**config.mk**
```make
export PLATFORM = sky130hd
export DESIGN_NAME = bus_arbiter
export DESIGN_NICKNAME = d
export VERILOG_FILES = /design/src/rtl/bus_arbiter_pkg.sv /design/src/rtl/bus_arbiter_rr_pick.sv /design/src/rtl/bus_arbiter.sv
export SDC_FILE = /design/constraint.sdc
export NUM_CORES = 1
export LEC_CHECK = 0
export CORE_MARGIN = 2
export CORE_UTILIZATION = 52
export DETAILED_ROUTE_END_ITERATION = 8
export PLACE_DENSITY = 0.77
export SYNTH_ARGS = -nofsm -noshare
export SYNTH_HDL_FRONTEND = slang
export SYNTH_SLANG_ARGS = --single-unit
```
**constraint.sdc**
```tcl
create_clock -name clk -period 2.4 [get_ports clk]
set_clock_uncertainty 0.05 [all_clocks]
set_input_delay 0.48 -clock clk [delete_from_list [all_inputs] [get_ports clk]]
set_output_delay 0.48 -clock clk [all_outputs]
set_load 0.02 [all_outputs]
```
**src/rtl/bus_arbiter_pkg.sv**
```systemverilog
// Shared definitions for the round-robin tri-state bus arbiter.
// Provides the FSM state encoding, default parameter values and counter widths.
package bus_arbiter_pkg;

    // FSM state encoding; the bench decodes these values directly
    typedef enum logic [1:0] {
        ST_IDLE  = 2'd0,
        ST_GRANT = 2'd1,
        ST_TURN  = 2'd2
    } arb_state_e;

    localparam int unsigned DEF_N_REQ       = 4;
    localparam int unsigned DEF_MAX_HOLD    = 4;
    localparam int unsigned DEF_TURN_CYCLES = 1;

    localparam int unsigned HOLD_W = 4;
    localparam int unsigned TURN_W = 2;

endpackage : bus_arbiter_pkg

```
**src/rtl/bus_arbiter_rr_pick.sv**
```systemverilog
// Combinational round-robin picker: first set request at or above ptr_i, wrapping.
// Ports:
//   req_i    request vector
//   ptr_i    highest-priority index
//   found_c  any request set
//   idx_c    index of the chosen request
//   onehot_c one-hot form of idx_c (zero when nothing found)
module bus_arbiter_rr_pick #(
    parameter  int unsigned N_REQ = 4,
    localparam int unsigned IDX_W = $clog2(N_REQ)
) (
    input  logic [N_REQ-1:0] req_i,
    input  logic [IDX_W-1:0] ptr_i,
    output logic             found_c,
    output logic [IDX_W-1:0] idx_c,
    output logic [N_REQ-1:0] onehot_c
);

    logic [2*N_REQ-1:0] dbl;
    logic [N_REQ-1:0]   rot;
    logic [IDX_W-1:0]   off;
    logic [IDX_W:0]     sum;

    // Rotate so ptr_i lands at bit 0, priority-encode lowest bit, then unrotate
    always_comb begin
        dbl     = {req_i, req_i} >> ptr_i;
        rot     = dbl[N_REQ-1:0];
        found_c = 1'b0;
        off     = '0;
        for (int i = int'(N_REQ) - 1; i >= 0; i--) begin
            if (rot[i]) begin
                found_c = 1'b1;
                off     = IDX_W'(i);
            end
        end
        // Modulo add: N_REQ need not be a power of two
        sum = {1'b0, off} + {1'b0, ptr_i};
        if (sum >= (IDX_W+1)'(N_REQ)) begin
            sum = sum - (IDX_W+1)'(N_REQ);
        end
        idx_c    = sum[IDX_W-1:0];
        onehot_c = found_c ? (N_REQ'(1) << idx_c) : '0;
    end

endmodule : bus_arbiter_rr_pick

```
**src/rtl/bus_arbiter.sv**
```systemverilog
// Round-robin arbiter for a shared tri-state bus made of per-requester buffer slices.
// Bounded tenure, no preemption, and a dead turnaround gap between owners.
// Ports:
//   clk      rising-edge clock
//   reset    synchronous active-high reset
//   req      level request per requester
//   grant    registered one-hot-or-zero enable, one bit per bus slice
//   owner    index of current grantee, valid while bus_busy
//   bus_busy registered |grant
module bus_arbiter
    import bus_arbiter_pkg::*;
#(
    parameter  int unsigned N_REQ       = DEF_N_REQ,
    parameter  int unsigned MAX_HOLD    = DEF_MAX_HOLD,
    parameter  int unsigned TURN_CYCLES = DEF_TURN_CYCLES,
    localparam int unsigned IDX_W       = $clog2(N_REQ)
) (
    input  logic             clk,
    input  logic             reset,
    input  logic [N_REQ-1:0] req,
    output logic [N_REQ-1:0] grant,
    output logic [IDX_W-1:0] owner,
    output logic             bus_busy
);

    arb_state_e        state_q, state_d;
    logic [N_REQ-1:0]  grant_q, grant_d;
    logic [IDX_W-1:0]  owner_q, owner_d;
    logic [IDX_W-1:0]  ptr_q,   ptr_d;
    logic [HOLD_W-1:0] hold_q,  hold_d;
    logic [TURN_W-1:0] turn_q,  turn_d;
    logic              busy_q;
    logic              arb;

    logic              pick_found;
    logic [IDX_W-1:0]  pick_idx;
    logic [N_REQ-1:0]  pick_onehot;

    bus_arbiter_rr_pick #(.N_REQ(N_REQ)) u_pick (
        .req_i    (req),
        .ptr_i    (ptr_q),
        .found_c  (pick_found),
        .idx_c    (pick_idx),
        .onehot_c (pick_onehot)
    );

    // State, counters and output registers
    always_ff @(posedge clk) begin
        if (reset) begin
            state_q <= ST_IDLE;
            grant_q <= '0;
            owner_q <= '0;
            ptr_q   <= '0;
            hold_q  <= '0;
            turn_q  <= '0;
            busy_q  <= 1'b0;
        end else begin
            state_q <= state_d;
            grant_q <= grant_d;
            owner_q <= owner_d;
            ptr_q   <= ptr_d;
            hold_q  <= hold_d;
            turn_q  <= turn_d;
            busy_q  <= |grant_d;
        end
    end

    // Next-state logic; IDLE and the last TURN cycle share the arbitration path
    always_comb begin
        state_d = state_q;
        grant_d = grant_q;
        owner_d = owner_q;
        ptr_d   = ptr_q;
        hold_d  = hold_q;
        turn_d  = turn_q;
        arb     = 1'b0;

        case (state_q)
            ST_IDLE: begin
                arb = 1'b1;
            end
            ST_GRANT: begin
                if (req[owner_q] && (hold_q < HOLD_W'(MAX_HOLD))) begin
                    hold_d = hold_q + HOLD_W'(1);
                end else begin
                    grant_d = '0;
                    ptr_d   = (owner_q == IDX_W'(N_REQ - 1)) ? '0 : owner_q + IDX_W'(1);
                    turn_d  = TURN_W'(1);
                    state_d = ST_TURN;
                end
            end
            ST_TURN: begin
                grant_d = '0;
                if (turn_q < TURN_W'(TURN_CYCLES)) begin
                    turn_d = turn_q + TURN_W'(1);
                end else begin
                    arb = 1'b1;
                end
            end
            default: begin
                state_d = ST_IDLE;
                grant_d = '0;
            end
        endcase

        if (arb) begin
            if (pick_found) begin
                grant_d = pick_onehot;
                owner_d = pick_idx;
                hold_d  = HOLD_W'(1);
                state_d = ST_GRANT;
            end else begin
                grant_d = '0;
                state_d = ST_IDLE;
            end
        end
    end

    assign grant    = grant_q;
    assign owner    = owner_q;
    assign bus_busy = busy_q;

endmodule : bus_arbiter

```
Word level (Yosys, flattened, before mapping)
Cells that the tools add are included.
{ "classes": {"mux": 29, "bitwise_logic": 1, "addsub": 5, "eq_ne": 7, "reduce_logical": 9, "n_lt_le_gt_ge": 4, "n_shift": 2} }
{ "op_table": {"columns": ["cell", "n"], "rows": [
  ["2-to-1 mux 4 bit", 7],
  ["2-to-1 mux 2 bit", 10],
  ["case mux 2 bit (2 select lines)", 2],
  ["case mux 4 bit (2 select lines)", 1],
  [">> shifter 8 x 2 -> 4 bit", 1],
  ["2-to-1 mux 1 bit", 7],
  ["AND reduction 2 bit", 3],
  ["adder 2 x 1 -> 2 bit (second input constant)", 2],
  ["adder 4 x 1 -> 4 bit (second input constant)", 1],
  ["equality test 2 bit (second input constant)", 2],
  ["less-than comparator 4 x 3 -> 1 bit (second input constant)", 1],
  ["!= test 2 bit (second input constant)", 2],
  ["OR reduction 4 bit", 1],
  ["<< shifter 1 x 2 -> 4 bit (first input constant)", 1],
  ["adder 2 x 2 -> 3 bit", 1],
  [">= comparator 3 bit (second input constant)", 1],
  ["less-than comparator 2 x 3 -> 1 bit (second input constant)", 1],
  ["!= test 3 bit (second input constant)", 1],
  ["AND reduction 3 bit", 1],
  ["binary-select mux 1 bit (select 2 bit)", 1],
  ["equality test 2 x 1 -> 1 bit (second input constant)", 1],
  ["logical NOT 2 bit", 1],
  ["less-than comparator 2 x 1 -> 1 bit (second input constant)", 1],
  ["!= test 2 x 1 -> 1 bit (second input constant)", 1],
  ["other kinds (6)", 6]
]} }
{ "totals": {"wordCells": 64, "output_inout_bits": 7, "regBits": 17} }

Depth between registers and ports, before layout
{ "depth": {"ltp_word": 12, "ltp_mapped": 9, "ltp_nobuf": 8} }

Modules after synthesis
Synthesis repeated with hierarchy kept, for this count alone.
{ "hier_totals": {"cells_unflattened": 110, "area_unflattened_um2": 1012.2} }
{ "modules_own_cells": {"columns": ["mod", "area_per_inst_um2", "instances", "cells_per_inst"], "rows": [
  ["bus_arbiter", 742.0, 1, 72],
  ["bus_arbiter_rr_pick", 270.3, 1, 38]
]} }

Least setup slack after synthesis
Ideal clock, no wire load.
{ "synth_path": {"path_kind": "input to register", "startpoint": "input req[0]", "endpoint": "register grant_q[1] (netlist: grant[1])", "cell_stages": 9, "setup_time_ps": 117, "required_ps": 2233, "arrival_time_ps": 1766, "path_buffers": 1, "path_slack_ps": 466, "cell_sequence": "clkbuf_8 > nor2_1 > nor3_1 > a21oi_1 > o21ai_0 > ha_1 > xnor2_1 > xnor2_1 > a32o_1"} }
{ "synth_between": {"elab_chain_cells": 11, "elab_cells_between_ends": 21} }
{ "synth_rtl": {"columns": ["item", "line", "rtl"], "rows": [
  ["from (decl)", "bus_arbiter.sv:20", "input logic [N_REQ-1:0] req,"],
  [">> shifter 8 x 2 -> 4 bit", "bus_arbiter_rr_pick.sv:26", "dbl = {req_i, req_i} >> ptr_i;"],
  ["2-to-1 mux 2 bit (4 in series)", "bus_arbiter_rr_pick.sv:31", "if (rot[i]) begin"],
  ["adder 2 x 2 -> 3 bit", "bus_arbiter_rr_pick.sv:37", "sum = {1'b0, off} + {1'b0, ptr_i};"],
  [">= comparator 3 bit / subtractor 2 x 1 -> 2 bit (equally long branches)", "bus_arbiter_rr_pick.sv:38, bus_arbiter_rr_pick.sv:39", null],
  ["2-to-1 mux 2 bit", "bus_arbiter_rr_pick.sv:38", "if (sum >= (IDX_W+1)'(N_REQ)) begin"],
  ["<< shifter 1 x 2 -> 4 bit", "bus_arbiter_rr_pick.sv:42", "onehot_c = found_c ? (N_REQ'(1) << idx_c) : '0;"],
  ["2-to-1 mux 4 bit", "bus_arbiter.sv:107", "if (pick_found) begin"],
  ["2-to-1 mux 4 bit (*)", "bus_arbiter.sv:106", "if (arb) begin"],
  ["to (signal assigned)", "bus_arbiter.sv:59", "grant_q <= grant_d;"],
  ["to (decl)", "bus_arbiter.sv:27", "logic [N_REQ-1:0] grant_q, grant_d;"]
]} }
Mark *: on every way between the ends. The rest lies on a longest branch, timed or not. The select of a mux whose other input is x is not followed.
A chain may end at the register's enable or synchronous reset.

Worst setup path after layout
{ "layout_path": {"startpoint": "input req[3]", "endpoint": "register grant_q[1] (netlist: grant[1])"} }
The elaborated chain is that of the path after synthesis.

==> summary.md <==
| Metric | Value |
|---|---|
| Total number of vias | `792` |
| Vias in the first global route | `approximately 700` |
| Post-DRT Antenna Nets | `0` |
| Placed instance count | `between 100 and 150` |
| Drt initial violations | `10` |
| CTS Hold Bufs | `0` |
| Die height | `about 46 microns` |
| # Post-CTS Setup Buffers | `0` |
| Area grow syn2layout | `23.19%` |
| H-tree Lvls | `1` |
| Crit path DAT | `between 2 and 2.5 ns` |
| Max Root-Sink Buffers | `2` |
| Min-delay src | `turn_q[0]` |
| Synth Area per Inst | `approximately 9.0 sq um` |
| First-pass GRT wire length | `between 2 and 3 mm` |
| Commonest cells after routing, fill and taps aside | `dfxtp_1, nor2_1, clkdlybuf4s50_1` |
| Crit-path max FO | `5` |
| Reg2Reg Setup Slack | `between 0.3 and 0.4 ns` |
| Setup-failing EPs final | `0` |
| CP max stage delay | `0.54 ns` |
| CP Data Required Time | `approximately 2.5 ns` |
| GP Congestion | `just under 0.8` |
| Kind of critical path | `input port to register` |
| Post-Layout Cell Count | `about 140` |
| PostCTS Resize Cnt | `0` |
| DR vias/cell | `~5.7` |
| Critical path capture point type | `register` |
| Achievable Freq | `about 460 MHz` |
| Critical Path Start Type | `input port` |
| Port Buffer Count | `12` |
| Worst path top cell family by delay | `compound AO/OA/AOI/OAI gates` |
| Initial antenna violation count | `0` |
| Worst-path clk slew | `0.09 ns` |
| Max Cap Viol | `0` |
| Reg2Reg Launch Point | `ptr_q[0]` |
| Status | `completed` |
| Commonest non-fill, non-tap cell in the layout | `dfxtp_1` |
| RSZ-0062 raised after global routing | `false` |
| Row cnt | `15` |
| Tmin final | `between 2 and 2.5 ns` |
| WL/cell | `13.00 microns` |
| Final period util | `0.9157` |
| Post-layout nets | `about 130` |
| Rel. slew slack | `0.7471` |
| Starting density of the core | `0.5393` |
| TritonCTS Buffers | `3` |
| Final wirelength | `about 1.8 mm` |
| R2R Path End | `grant[1]` |
| DRT Pass-1 Iters | `4` |
| EDFF count, synth | `0` |
| Root Buffer Master | `clkbuf_4` |
| Synth warnings | `0` |
| Core footprint | `between 1500 and 2000 sq um` |
| Diode count | `0` |
| Unique masters post-synth | `34` |
| DIE WIDTH | `approximately 46 microns` |
| TritonCTS clock tree | `yes` |
| Post-Place Cell Area | `roughly 1100 sq um` |
| Die area | `approximately 2100 sq um` |
| Syn Nets | `110` |
| DP HPWL | `~1.4 mm` |
| Yosys reg bits | `17` |
| Slew @ Worst Pin | `between 0.3 and 0.4 ns` |
| Post-Synthesis Cells | `100` |
| Crit path launch | `req[3]` |
| DRC viols | `0` |
| Hold Path Depth | `1` |
| Fin util | `0.6644` |
| Slew Viols, Final | `0` |
| Largest net degree at the start of global routing | `13` |
| Clock Sinks | `17` |
| GR Overflow Total | `0` |
| GRT Total Usage | `0.1974` |
| Worst hold path class | `register to register` |
| VDD IR max | `0.5901 mV` |
| I/O pin cnt | `13` |
| Hold Path End | `turn_q[0]` |
| Slowest cell on crit path | `clkdlybuf4s50_1` |
| Final Hold Vio Count | `0` |
| Share of layout cells above drive strength 1 | `0.1393` |
| Reg2Reg Depth | `7` |
| Top_reg_cell synth | `dfxtp_1` |
| Sequential area share after synthesis | `0.3778` |
| Worst-skew pair later-pin latency | `about 0.29 ns` |
| Power Dens Cells | `roughly 850 nW/um^2` |
| Finished Cell Area | `1110 sq um` |
| CP Cell Sequence | `clkdlybuf4s50_1 > inv_1 > o311a_1 > o21ai_0 > ha_1 > xnor2_1 > xnor2_2 > a32o_1` |
| Mapped Area | `approximately 900 sq um` |
| Leak | `between 0.4 and 0.5 nW` |
| CP Buf/Inv Count | `2` |
| Synth async-reset ratio | `0` |
==> report_power, final <==
| part | internal, W | switching, W |
|---|---|---|
| Sequential | 0.000333 | 0.0000590 |
| Clock | 0.0000648 | 0.0000889 |
| Combinational | 0.000201 | 0.000196 |
| Total | 0.000599 | 0.000344 |
==> cells by family after synthesis <==
| kind of cell | after synthesis | share of synthesized area |
|---|---|---|
| XOR/XNOR | 3 | 0.02917 |
| AO/OA/AOI/OAI | 22 | 0.1861 |
| AND/OR/NAND/NOR | 40 | 0.2264 |
| adder cells (fa/ha/maj) | 4 | 0.05556 |
| flip-flops | 17 | 0.3778 |
| buffers and inverters | 9 | 0.06944 |
| multiplexers | 5 | 0.05556 |
==> synthesized netlist by cell type (all sizes together), types with 3 or more instances <==
| library cell | count | area, sq um |
|---|---|---|
| xnor2 | 3 | 26.28 |
| inv | 5 | 18.77 |
| nand2 | 5 | 18.77 |
| a21oi | 6 | 30.03 |
| nor2 | 16 | 60.06 |
| ha | 4 | 50.05 |
| mux2i | 5 | 50.05 |
| nor3 | 6 | 30.03 |
| dfxtp | 17 | 340.3 |
==> worst max path at each step <==
| stage | to | slack (ns) | cells past startpoint |
|---|---|---|---|
| finish | grant[1] | 0.20 | 8 |
| global route | grant[1] | 0.06 | 9 |
| CTS | grant[1] | 0.11 | 8 |
| detailed placement | grant[1] | -0.19 | 8 |
| global placement | grant[1] | -0.12 | 8 |
| floorplan | grant[1] | 0.47 | 9 |
==> cell type report <==
class	instances	area, sq um
inverters	5	18.77
fillers	151	560.5
repair buffers	22	197.7
clock buffers	4	26.28
multi-input cells	74	505.5
flip-flops and latches	17	340.3
well taps	17	21.27
==> sequential cells by signal, summed over array words and instances, names as in the netlist <==
name and count:
turn_q 2, hold_q 4, ptr_q 2, state_q 2, owner 2, grant 4, bus_busy 1
==> through the flow <==
step / setup WS (ns) / TNS (ns) / power (W) / hold slack, ns
detailed placement: -0.1903 / -0.8404 / 0.0007882 / 0.4272
floorplan: 0.4664 / 0 / 0.0006443 / 0.3852
global placement: -0.1179 / -0.4948 / 0.0007738 / 0.4022
finish: 0.2023 / 0 / 0.0009435 / 0.4400
CTS: 0.1073 / 0 / 0.0009403 / 0.4447
global route: 0.06379 / 0 / 0.001008 / 0.4607
==> worst register-to-register path: stages (launching register included) <==
cell and delay [ns]:
dfxtp_1 0.56, nor3_1 0.11, a311oi_1 0.25, o21ai_0 0.12
ha_1 0.20, xnor2_1 0.22, xnor2_2 0.14, a32o_1 0.28
==> metal layers <==
layer	wire (microns)	global-route usage	vias to the layer above
met5	0	0	-
met4	20	0.07059	0
met3	78	0.03571	2
met2	838	0.3070	21
met1	869	0.2714	360
li1	-	-	409
(Power assumes the default switching activity.)
